--- src/rtl/leaf_collect_pkg.sv ---
// Shared types, defaults and pointer helper for the leaf collector family.
package leaf_collect_pkg;

  localparam int unsigned DEFAULT_NUM_SRC = 10;
  localparam int unsigned DEFAULT_DATA_W  = 16;

  typedef enum logic {
    OUT_EMPTY = 1'b0,
    OUT_FULL  = 1'b1
  } out_state_e;

  // Round-robin successor of idx among n slots, wrapping n-1 -> 0.
  function automatic int unsigned rr_next(input int unsigned idx, input int unsigned n);
    return (idx == n - 32'd1) ? 32'd0 : idx + 32'd1;
  endfunction

endpackage

--- src/rtl/rr_pick.sv ---
// Combinational round-robin picker: first set request at or above ptr, wrapping.
module rr_pick #(
  parameter int unsigned NUM_SRC = 10,
  parameter int unsigned IDX_W   = $clog2(NUM_SRC)
) (
  input  logic [NUM_SRC-1:0] req,
  input  logic [IDX_W-1:0]   ptr,
  output logic [NUM_SRC-1:0] gnt_onehot,
  output logic [IDX_W-1:0]   gnt_idx,
  output logic               any
);

  logic [IDX_W-1:0] idx;

  // Scan req starting at ptr; the first hit wins.
  always_comb begin
    gnt_onehot = '0;
    gnt_idx    = '0;
    any        = 1'b0;
    idx        = '0;
    for (int unsigned off = 0; off < NUM_SRC; off++) begin
      idx = IDX_W'((32'(ptr) + off) % NUM_SRC);
      if (!any && req[idx]) begin
        any             = 1'b1;
        gnt_idx         = idx;
        gnt_onehot[idx] = 1'b1;
      end
    end
  end

endmodule

--- src/rtl/leaf_rr_collector.sv ---
// Round-robin collector: arbitrates child streams into one registered, source-tagged stream.
module leaf_rr_collector
  import leaf_collect_pkg::*;
#(
  parameter int unsigned NUM_SRC = DEFAULT_NUM_SRC,
  parameter int unsigned DATA_W  = DEFAULT_DATA_W,
  parameter int unsigned CNT_W   = 16
) (
  input  logic                        clk,
  input  logic                        rst,
  input  logic                        enable,
  input  logic [NUM_SRC-1:0]          src_valid,
  input  logic [NUM_SRC*DATA_W-1:0]   src_data,
  output logic [NUM_SRC-1:0]          src_ready,
  output logic                        out_valid,
  output logic [DATA_W-1:0]           out_data,
  output logic [$clog2(NUM_SRC)-1:0]  out_src_id,
  input  logic                        out_ready,
  output logic [CNT_W-1:0]            fwd_count,
  output logic                        busy
);

  localparam int unsigned SRC_ID_W = $clog2(NUM_SRC);

  out_state_e          state_q, state_d;
  logic [DATA_W-1:0]   out_data_q, out_data_d;
  logic [SRC_ID_W-1:0] out_src_id_q, out_src_id_d;
  logic [SRC_ID_W-1:0] rr_ptr_q, rr_ptr_d;
  logic [CNT_W-1:0]    fwd_count_q, fwd_count_d;

  logic [DATA_W-1:0]   src_word [NUM_SRC];
  logic [NUM_SRC-1:0]  gnt_onehot;
  logic [SRC_ID_W-1:0] gnt_idx;
  logic                gnt_any;
  logic                load_en;
  logic                grant;
  logic                drain;

  // Unpack the flat child payload bus.
  for (genvar i = 0; i < NUM_SRC; i++) begin : g_unpack
    assign src_word[i] = src_data[i*DATA_W +: DATA_W];
  end

  rr_pick #(
    .NUM_SRC (NUM_SRC),
    .IDX_W   (SRC_ID_W)
  ) u_rr_pick (
    .req        (src_valid),
    .ptr        (rr_ptr_q),
    .gnt_onehot (gnt_onehot),
    .gnt_idx    (gnt_idx),
    .any        (gnt_any)
  );

  // Next-state, load/drain decisions and child accept strobes.
  always_comb begin
    state_d      = state_q;
    out_data_d   = out_data_q;
    out_src_id_d = out_src_id_q;
    rr_ptr_d     = rr_ptr_q;
    fwd_count_d  = fwd_count_q;

    drain   = (state_q == OUT_FULL) && out_ready;
    load_en = enable && ((state_q == OUT_EMPTY) || drain);
    grant   = load_en && gnt_any;

    if (drain) begin
      fwd_count_d = fwd_count_q + CNT_W'(1);
    end

    if (grant) begin
      state_d      = OUT_FULL;
      out_data_d   = src_word[gnt_idx];
      out_src_id_d = gnt_idx;
      rr_ptr_d     = SRC_ID_W'(rr_next(32'(gnt_idx), NUM_SRC));
    end else if (drain) begin
      state_d = OUT_EMPTY;
    end

    src_ready = (grant && !rst) ? gnt_onehot : '0;
  end

  // Output register, pointer, counter and state.
  always_ff @(posedge clk or posedge rst) begin
    if (rst) begin
      state_q      <= OUT_EMPTY;
      out_data_q   <= '0;
      out_src_id_q <= '0;
      rr_ptr_q     <= '0;
      fwd_count_q  <= '0;
    end else begin
      state_q      <= state_d;
      out_data_q   <= out_data_d;
      out_src_id_q <= out_src_id_d;
      rr_ptr_q     <= rr_ptr_d;
      fwd_count_q  <= fwd_count_d;
    end
  end

  assign out_valid  = (state_q == OUT_FULL);
  assign out_data   = out_data_q;
  assign out_src_id = out_src_id_q;
  assign fwd_count  = fwd_count_q;
  assign busy       = out_valid || (|src_valid);

endmodule

--- config.mk ---
export PLATFORM = sky130hd
export DESIGN_NAME = leaf_rr_collector
export DESIGN_NICKNAME = d
export VERILOG_FILES = /design/src/rtl/leaf_collect_pkg.sv /design/src/rtl/rr_pick.sv /design/src/rtl/leaf_rr_collector.sv
export SDC_FILE = /design/constraint.sdc
export NUM_CORES = 1
export LEC_CHECK = 0
export ABC_AREA = 1
export CORE_MARGIN = 10
export CORE_UTILIZATION = 31
export DETAILED_ROUTE_END_ITERATION = 8
export SYNTH_ARGS = -nofsm -noshare
export SYNTH_HDL_FRONTEND = slang
export SYNTH_HIERARCHICAL = 1
export SYNTH_SLANG_ARGS = --single-unit
--- constraint.sdc ---
create_clock -name clk -period 13.6 [get_ports clk]
set_input_delay 1.36 -clock clk [delete_from_list [all_inputs] [get_ports clk]]
set_output_delay 1.36 -clock clk [all_outputs]
set_load 0.03 [all_outputs]
* Word level (Yosys, flattened, before mapping)
Index checks and enable logic that the tools add are counted.
** Operators by class
- Bitwise logic cells :: 11
- $mul :: 0
- Mux-type cells :: 77
- $add $sub $neg :: 11
- Divide/modulo/power cells :: 10
- $lt $le $gt $ge :: 21
- Eq/ne operators :: 1
- Shift-type cells :: 0
- Reduce and logical (&&, ||, !) cells :: 37
** Operators by type and width (count)
- modulo 32 x 4 -> 32 bit, second input constant :: 9
- two-way mux 10 bit :: 11
- bitwise OR 10 bit :: 9
- binary-select mux 16 bit (select 4 bit) :: 1
- less-than comparator 4 x 5 -> 1 bit, second input constant :: 10
- two-way mux 4 bit :: 11
- binary-select mux 1 bit (select 4 bit) :: 10
- demux 1 bit (select 4 bit) :: 10
- greater-or-equal comparator 4 x 1 -> 1 bit, second input constant :: 10
- modulo 4 x 4 -> 32 bit, second input constant :: 1
- two-way mux 1 bit :: 32
- two-way mux 16 bit :: 2
- logical AND 1 bit :: 23
- adder 4 x 3 -> 5 bit, second input constant :: 4
- adder 16 x 1 -> 16 bit, second input constant :: 1
- adder 4 x 2 -> 5 bit, second input constant :: 2
- adder 4 x 4 -> 5 bit, second input constant :: 2
- zero test 1 bit :: 10
- OR reduction 10 bit :: 1
- adder 4 x 1 -> 5 bit, second input constant :: 1
- greater-or-equal comparator 5 bit, second input constant :: 1
- inverter 4 -> 5 bit :: 1
- adder 4 x 1 -> 4 bit, second input constant :: 1
- equality test 4 bit, second input constant :: 1
- 3 further kinds :: 4
** Word-level totals
- Output and inout bits :: 48
- Bits in latches :: 0
- Register bits after elaboration :: 41
- Bits of input ports :: 174
- Memories :: 0
- RAM bits :: 0
- Bits in read-only memories :: 0
- Logic and storage cells :: 173

* Depth between registers and ports, before layout
Gate-level depths: netlist of run 1.
- Word-level depth :: 35
- Depth in mapped cells :: 38
- Depth with buffers taken out :: 35

* By module
The synthesis of run 1 kept the hierarchy.
** By module, submodules not included
- rr_pick :: instances 1, area each 4359.2 sq um, sequential area each 0.0 sq um, cells each 853
- leaf_rr_collector :: instances 1, area each 3428.3 sq um, sequential area each 1026.0 sq um, cells each 534

* Worst setup path before layout of run 1
OpenSTA, ideal clock, no wires.
- Path kind :: register -> output
- From :: register rr_ptr_q[0]
- To :: output src_ready[0]
- Buffers on the path :: 2
- Setup slack :: 7.712 ns
- Arrival :: 4.528 ns
- Required time :: 12.240 ns
- Stages on the path, launching flop included :: 26
- Path through :: dfrtp_1 > inv_1 > clkbuf_1 > clkbuf_1 > ha_1 > nand2_1 > nand2_1 > nand3_2 > ha_1 > nand3b_1 > nand2_2 > nand2_4 > nand2_1 > o21ai_4 > nor2_2 > nand2_1 > a21oi_2 > nor2_8 > nand3_2 > nor2_2 > nand2_2 > or3_1 > nand3_4 > inv_1 > nand2_1 > nor2_1
** Between the ends
- Cells in the longest elaborated chain, start to end :: 34
- Elaborated cells on any way between the ends :: 139
- Classes of those cells :: add/sub (9); div (10); order compare (20); mux (61); bitwise (9); reduce/logical (30)
** RTL lines
- from (decl) :: line leaf_rr_collector.sv:28 : logic [SRC_ID_W-1:0] rr_ptr_q, rr_ptr_d;
- from (signal assigned) :: line leaf_rr_collector.sv:95 : rr_ptr_q <= rr_ptr_d;
- branches (longest 30 deep; another with modulo 32 x 4 -> 32 bit)
- two-way mux 1 bit * :: line rr_pick.sv:23 : if (!any && req[idx]) begin
- net gnt_any :: line leaf_rr_collector.sv:34 : logic gnt_any;
- logical AND 1 bit * :: line leaf_rr_collector.sv:65 : grant = load_en && gnt_any;
- logical AND 1 bit * :: line leaf_rr_collector.sv:80 : src_ready = (grant && !rst) ? gnt_onehot : '0;
- two-way mux 10 bit * :: line leaf_rr_collector.sv:80
- to (decl) :: line leaf_rr_collector.sv:14 : output logic [NUM_SRC-1:0] src_ready,
Mark *: on every way through the listed nets, which the timed path passes. The select of a mux whose other input is x is not followed.

* Worst setup path after layout of run 1
- From :: register rr_ptr_q[1]
- To :: output src_ready[6]
The elaborated chain is that of the path after synthesis.

==> flow_metrics.tcl, run 1 <==
set metrics [dict create \
    status "completed" \
    fin_crit_sh_pct 56.7 \
    cts_tree "yes" \
    synth_top_area_share_pct 22.1 \
    ys_warn_count 6 \
    whs_path_depth 2 \
    rsz0062_at_grt "no" \
    clock_sinks 41 \
    yosysSeqAreaShare_pct 13.2 \
    grt_use_total_pct 20.0 \
    rows 57 \
    yosys.area.top_type "nand2_1" \
    portBuffers 221 \
    worstPathArrival_ns 6.36 \
    clkLatencyLatePin_ns 0.29 \
    finalNonFillerCells 1903 \
    cts_max_path_buffers 2 \
    async_flop_share_pct 100 \
    setup_viol_count_final 0 \
    start_kind "flop" \
    hpwl_mm 27.7 \
    setup_tns_ns 0 \
    synth_flop_cell "dfrtp_1" \
    r2r_setup_slack_ns 7.20 \
    max_stage_delay_ns 0.85 \
    route.detailed.drc 0 \
    nNetsFinal 1784 \
    end_kind "output port" \
    die_h_um 178 \
    crit_start "rr_ptr_q[1]" \
    boundaryPins 222 \
    syn_to_final_growth_pct 32.6 \
    cts_resized 0 \
    max-cap-violations 0 \
    postSynthRegisterBits 41 \
    initial_core_util_pct 31.7 \
    clk_pin_slew_ns 0.07 \
    path_delay_family "simple AND/OR/NAND/NOR gates" \
    synth_area_leaders "nand2_1, dfrtp_1, nand3_1, nor2_1, inv_1" \
    relSlewSlack_pct 27.8 \
    die_x_um 178 \
    h-tree-depth 2 \
    synthCells 1387 \
    syn_area_per_cell_um2 5.61 \
    crit_chain "ha_1, nand2_1, nand2_1, nand2_1, nor2_1, inv_1, ha_1, o31ai_1, nand2_1, o21a_1, nor2_2, nand3_1, a32oi_1, or3_1, nand3_4, inv_1, nand2_1, nor2_1, clkdlybuf4s50_1" \
    firstDrtPassIters 6 \
    min_period_ns 7.72 \
    hp-start "out_src_id[1]" \
    syn_area_mm2 0.00779 \
    synth_nets 1596 \
    slowest_stage "a32oi_1" \
    max_slew.worst_pin.slew_ns 1.08 \
    vias 9575 \
    wl_mm 33.4 \
    reg2reg_depth 30 \
    ys_top_cells_by_count "nand2_1, nor2_1, inv_1" \
    crit_fanout 32 \
    synth.distinct_cells 53 \
    max_freq_ghz 0.130 \
    core_area_mm2 0.0245 \
    hold_class "flop to flop" \
    grt_pass1_wl_mm 50.3 \
    gr-total-overflow 0 \
    slew_viol_final 0 \
    cts_setup_buffers 0 \
    synth.most_common_cell "nand2_1" \
    synth_edf_count 0 \
    hold_buffers 0 \
    crit_cells 19 \
    cts-root-buf "clkbuf_16" \
    critical_path_class "flop to output port" \
    hold_end "out_src_id[1]" \
    antenna_found_initial 2 \
    drive_gt1_share_pct 7.80 \
    cpMostUsedCell "nand2_1" \
    post-route-util_pct 42.1 \
    gp_congestion 0.931 \
    hold_viol_final 0 \
    wl_per_cell_um 17.6 \
    grt_start_max_net_pins 56 \
    fp.dieArea_mm2 0.0319 \
    via_per_inst 5.03 \
    placed_cells 1892 \
    drtIter0Drc 692 \
    first_global_vias 9103 \
    clock-skew-final_ns 0.00974 \
    reg2reg_to "out_data[13]" \
    crit_buf_inv 3 \
    ant_nets 0 \
    timing.hold.ws_ns 0.493 \
    r2r_start "rr_ptr_q[1]" \
    cp.required_ns 12.24 \
    cts_buffers 5 \
]
## cells in the final DEF (no fill, tap or decap), drive strengths merged, types with 2 or more instances in the layout
| master | count |
|---|---|
| clkbuf | 5 |
| xor2 | 16 |
| ha | 35 |
| diode | 3 |
| o211ai | 3 |
| xnor2 | 9 |
| inv | 183 |
| clkdlybuf4s50 | 221 |
| o31ai | 3 |
| nor2 | 179 |
| dfrtp | 41 |
| o21a | 2 |
| nand3b | 10 |
| buf | 6 |
| o21bai | 3 |
| o21ai | 50 |
| nand3 | 166 |
| nand4 | 70 |
| a22oi | 15 |
| nand2 | 492 |
| nor4 | 2 |
| or2 | 19 |
| a21oi | 22 |
| nor3 | 18 |
## sequential cells by signal (all words and copies together) (netlist names)
name / count
fwd_count: 16
out_data: 16
out_src_id: 4
out_valid: 1
rr_ptr_q: 4
## worst max-delay path by stage
| stage | end | slack [ns] |
|---|---|---|
| 2_1_floorplan | src_ready[0] | 7.71 |
| 3_3_place_gp | src_ready[6] | 6.30 |
| 3_5_place_dp | src_ready[6] | 6.26 |
| 4_1_cts | src_ready[6] | 5.91 |
| 5_1_grt | src_ready[2] | 5.30 |
| 6_report | src_ready[6] | 5.88 |
## through the flow
stage	instance area [um^2]	setup slack, ns
6_report	10300	5.88
5_1_grt	10300	5.30
4_1_cts	10300	5.91
3_5_place_dp	10200	6.26
3_3_place_gp	10200	6.30
2_1_floorplan	7790	7.71
## kinds of logic (layout without fill, tap and decap cells)
logic type / count (synthesis) / in the layout / synth area share, %
AO/OA/AOI/OAI: 100 / 100 / 8.15
XOR/XNOR: 25 / 25 / 3.00
adder cells (fa/ha/maj): 35 / 35 / 5.62
buffers and inverters: 227 / 416 / 12.8
flip-flops: 41 / 41 / 13.2
multiplexers: 1 / 1 / 0.145
other: 0 / 3 / 0
AND/OR/NAND/NOR: 958 / 958 / 57.2
## layer usage
layer / share of wire, % / vias to the layer above / global-route usage (%)
met1: 38 / 4364 / 22.3
met3: 8.1 / 42 / 5.18
met4: 2.7 / 0 / 6.23
met5: 0 / - / 0
li1: - / 4835 / -
met2: 51 / 334 / 36.3
## worst reg2reg max path: cells and delay by family, from the launching register on
| family | cells | cell delay, ns |
|---|---|---|
| flops | 1 | 0.82 |
| fa+ha+maj | 2 | 0.69 |
| simple gates | 22 | 3.10 |
| buf+inv | 4 | 1.46 |
| compound gates | 2 | 0.21 |
## layout make-up
type                       count  area [um^2]
clock inverter                 3         28.8
sequential                    41         1030
clock buffer                   5          125
antenna                        3         7.51
multi-input combinational   1119         5770
timing repair buffer         227         2260
tap                          324          405
fill                        2726        14200
inverter                     181          702
Power of run 1 is left out: the tool's default activity adds up to more than one toggle a clock period on the data nets, which glitch-free logic cannot reach.
==> run 2, diff against run 1 <==
==> constraint.sdc (replaced) <==
create_clock -name clk -period 7.6 [get_ports clk]
set_input_delay 0.76 -clock clk [delete_from_list [all_inputs] [get_ports clk]]
set_output_delay 0.76 -clock clk [all_outputs]
set_load 0.03 [all_outputs]
==> run 2 against run 1 <==
Final cell count grew 0.16%. Count of clock-buffer cells in the layout rose by 2. Die area unchanged. Register-to-register slack got worse by 6.0 ns. Sequential cell count unchanged. Clock skew is 0.0017 ns lower. Setup slack worse by 5.1 ns. Critical endpoint unchanged. Worst hold slack lost 0.0067 ns.
==> flow_metrics.tcl, run 2 (synthesis gave the netlist of run 1 again) <==
set metrics [dict create \
    cts_max_path_buffers 2 \
    hpwl_mm 27.3 \
    setup_viol_count_final 0 \
    hold_class "flop to flop" \
    rows 57 \
    route.detailed.drc 0 \
    cpMostUsedCell "nand2_1" \
    slowest_stage "dfrtp_1" \
    drive_gt1_share_pct 7.92 \
    wl_mm 32.8 \
    die_h_um 178 \
    placed_cells 1895 \
    portBuffers 221 \
    syn_to_final_growth_pct 33.1 \
    start_kind "flop" \
    layout_common_cells "nand2_1, clkdlybuf4s50_1, nor2_1, inv_1, nand3_1" \
    die_x_um 178 \
    r2r_setup_slack_ns 1.18 \
    status "completed" \
    cts_buffers 5 \
    mostFrequentLayoutCell "nand2_1" \
    hold_end "out_src_id[1]" \
    critical_path_class "flop to output port" \
    grt_pass1_wl_mm 50.2 \
    clock_sinks 41 \
    antenna_found_initial 3 \
    max_slew.worst_pin.slew_ns 0.885 \
    gp_congestion 0.958 \
    worstPathArrival_ns 6.03 \
    final_area_mm2 0.0104 \
    hp-start "out_src_id[1]" \
    reg2reg_to "out_data[13]" \
    min_period_ns 6.79 \
    cts_tree "yes" \
    first_global_vias 9073 \
    r2r_start "rr_ptr_q[1]" \
    relSlewSlack_pct 40.4 \
    clock-skew-final_ns 0.00809 \
    crit_fanout 32 \
    wl_per_cell_um 17.2 \
    dpl-instance-area_mm2 0.0102 \
    clkLatencyLatePin_ns 0.29 \
    reg2reg_depth 30 \
    drtIter0Drc 608 \
    slew_viol_final 0 \
    clk_pin_slew_ns 0.06 \
    max-cap-violations 0 \
    max_stage_delay_ns 0.83 \
    cp.required_ns 6.84 \
    setup_tns_ns 0 \
    gr-total-overflow 0 \
    cts-root-buf "clkbuf_16" \
    grt_use_total_pct 19.7 \
    cts_setup_buffers 0 \
    multi_input_area_mm2 0.00577 \
    via_per_inst 4.98 \
    whs_path_depth 2 \
    h-tree-depth 2 \
    ant_nets 0 \
    firstDrtPassIters 5 \
    rsz0062_at_grt "no" \
    hold_buffers 0 \
    post-route-util_pct 42.2 \
    finalNonFillerCells 1906 \
    vias 9491 \
    cts_resized 0 \
    core_area_mm2 0.0245 \
    max_freq_ghz 0.147 \
    seq_area_mm2 0.00103 \
    initial_core_util_pct 31.7 \
    hold_viol_final 0 \
    fin_crit_sh_pct 89.4 \
    end_kind "output port" \
    fp.dieArea_mm2 0.0319 \
    fillers 2732 \
    boundaryPins 222 \
    nNetsFinal 1787 \
    grt_start_max_net_pins 50 \
]
[run 2: changes by cell type in the layout (fill, tap and decap cells not counted)]
cell and delta:
inv_6 -2, inv_8 -1, bufinv_16 +1, clkbuf_8 +1, buf_4 +3, clkbuf_1 +1
[run 2: stage by stage]
| step | worst slack (ns) | hold slack [ns] |
|---|---|---|
| finish | 0.808 | 0.486 |
| global route | 0.285 | 0.516 |
| CTS | 0.856 | 0.492 |
| detailed placement | 1.19 | 0.478 |
| global placement | 1.38 | 0.471 |
| floorplan | 2.31 | 0.603 |
[run 2: worst max path at each step]
stage,from,endpoint
6_report,rr_ptr_q[1],src_ready[6]
5_1_grt,rr_ptr_q[1],src_ready[9]
4_1_cts,rr_ptr_q[1],src_ready[6]
3_5_place_dp,rr_ptr_q[1],src_ready[6]
3_3_place_gp,rr_ptr_q[1],src_ready[5]
2_1_floorplan,rr_ptr_q[0],src_ready[0]
[run 2: critical path: cells and delay by family, from the launching register on]
family	cells	cell delay, ns
simple gates	19	2.83
buf+inv	4	1.23
flops	1	0.83
fa+ha+maj	2	0.70
compound gates	1	0.13
[run 2: cell type report]
type                    count  share of cell area [%]
flip-flops and latches     41                    9.90
multi-input cells        1119                    55.7
clock buffers               7                    1.38
clock inverters             1                   0.290
diodes                      3                  0.0724
inverters                 181                    6.77
well taps                 324                    3.91
repair buffers            230                    22.0
[run 2: per-layer routing]
metal | global-route usage, % | share of wire [%] | vias to the layer above
li1 | - | - | 4838
met1 | 22.3 | 40 | 4288
met2 | 35.9 | 51 | 331
met3 | 4.99 | 7.5 | 34
met4 | 5.06 | 2.1 | 0
met5 | 0 | 0 | -
Power of run 2 is left out for the same reason.
==> run 3, diff against run 2 <==
==> constraint.sdc (replaced) <==
create_clock -name clk -period 6.05 [get_ports clk]
set_input_delay 0.605 -clock clk [delete_from_list [all_inputs] [get_ports clk]]
set_output_delay 0.605 -clock clk [all_outputs]
set_load 0.03 [all_outputs]
==> run 3 against run 2 <==
Count of clock-buffer cells in the layout down 2. Via count up 1.5%. Utilization up 0.23 points. Non-clock buffer count up 8. Final cell count up 0.58%. Routed wire length up 6.6%. Worst hold slack better by 0.0038 ns. Sequential cell count unchanged. Critical path type unchanged.
==> flow_metrics.tcl, run 3 (synthesis gave the netlist of run 1 again) <==
set metrics [dict create \
    status "completed" \
    die_x_um 178 \
    setup_viol_count_final 0 \
    fin_crit_sh_pct 91.7 \
    cts_tree "yes" \
    relSlewSlack_pct 44.2 \
    nNetsFinal 1796 \
    start_kind "flop" \
    critical_path_class "flop to output port" \
    slew_viol_final 0 \
    portBuffers 221 \
    slowest_stage "dfrtp_2" \
    boundaryPins 222 \
    cts-root-buf "clkbuf_16" \
    worstPathArrival_ns 4.94 \
    core_area_mm2 0.0245 \
    initial_core_util_pct 31.7 \
    hold_viol_final 0 \
    route.detailed.drc 0 \
    setup_tns_ns 0 \
    gp_congestion 0.965 \
    wl_mm 35.0 \
    clock-skew-final_ns 0.00713 \
    end_kind "output port" \
    crit_cells 26 \
    via_per_inst 5.02 \
    mostFrequentLayoutCell "nand2_1" \
    fillers 2746 \
    grt_pass1_wl_mm 53.7 \
    cpMostUsedCell "nand2_1" \
    gr-total-overflow 0 \
    max_slew.worst_pin.slew_ns 0.829 \
    vias 9629 \
    rsz0062_at_grt "no" \
    grt_start_max_net_pins 44 \
    rows 57 \
    ant_nets 0 \
    clock_sinks 41 \
    whs_path_depth 2 \
    hold_class "flop to flop" \
    max_stage_delay_ns 0.55 \
    syn_to_final_growth_pct 33.8 \
    cp.required_ns 5.44 \
    hold_buffers 0 \
    drive_gt1_share_pct 9.32 \
    hpwl_mm 29.3 \
    clk_pin_slew_ns 0.06 \
    antenna_found_initial 5 \
    fp.dieArea_mm2 0.0319 \
    die_h_um 178 \
    clkLatencyLatePin_ns 0.30 \
    max-cap-violations 0 \
    crit_fanout 12 \
    max_freq_ghz 0.180 \
    h-tree-depth 2 \
    wl_per_cell_um 18.2 \
    firstDrtPassIters 6 \
    reg2reg_depth 31 \
    crit_buf_inv 3 \
    first_global_vias 9673 \
    drtIter0Drc 781 \
    grt_use_total_pct 21.3 \
    cts_max_path_buffers 2 \
    r2r_setup_slack_ns 0.58 \
    cts_buffers 5 \
    layout_common_cells "nand2_1, clkdlybuf4s50_1, nor2_1, inv_1, nand3_1" \
    path_delay_family "simple AND/OR/NAND/NOR gates" \
    min_period_ns 5.55 \
]
run 3: cell count changes in the layout (fill, tap and decap cells not counted), sizes merged, moves of 2 or more:
| cell | change |
|---|---|
| buf | +18 |
| clkbuf | -2 |
| diode | +2 |
| clkdlybuf4s50 | -10 |
run 3: metrics by stage:
step / std cells / setup slack (ns) / instance area, um^2 / utilization [%] / hold WS (ns)
floorplan: 1387 / 0.917 / 7790 / - / 0.603
global placement: 1903 / 0.310 / 10200 / 41.7 / 0.477
detailed placement: 1903 / 0.259 / 10200 / 41.7 / 0.479
CTS: 1911 / 0.278 / 10400 / 42.3 / 0.495
global route: 1917 / 0.0214 / 10400 / 42.5 / 0.527
finish: 1917 / 0.504 / 10400 / 42.5 / 0.490
run 3: worst register-to-register path, delay by kind of cell, from the launching register on:
family	cells	cell delay (ns)
AND/OR/NAND/NOR	23	2.78
adder cells (fa/ha/maj)	3	1.00
buffers and inverters	3	0.66
flip-flops	1	0.55
AO/OA/AOI/OAI	2	0.37
run 3: area by class of cell:
| class | count | area (um^2) | share of cell area, % |
|---|---|---|---|
| antenna | 5 | 12.5 | 0.120 |
| clock buffer | 5 | 125 | 1.20 |
| tap | 324 | 405 | 3.89 |
| multi-input combinational | 1120 | 5780 | 55.5 |
| sequential | 41 | 1030 | 9.87 |
| inverter | 181 | 707 | 6.78 |
| clock inverter | 3 | 43.8 | 0.420 |
| timing repair buffer | 238 | 2320 | 22.3 |
run 3: layer usage:
layer	part of all wire, %	GRT usage, %
met5	0	0
met3	7.6	5.60
met1	38	23.4
met4	3.6	7.68
met2	50	38.5
run 3: final timing paths:
check	from	to
min reg2reg	out_src_id[0]	out_src_id[0]
max in group asynchronous	rst	rr_ptr_q[2]
max	rr_ptr_q[2]	src_ready[0]
min	out_src_id[0]	out_src_id[0]
min in group asynchronous	rst	out_data[2]
max reg2reg	rr_ptr_q[2]	out_data[3]
run 3: timing repair:
item                       4_1_cts  5_1_grt
buffers inserted                 0        0
gates resized for setup          0        8
setup endpoints to repair        0       26
Power of run 3 is left out for the same reason.
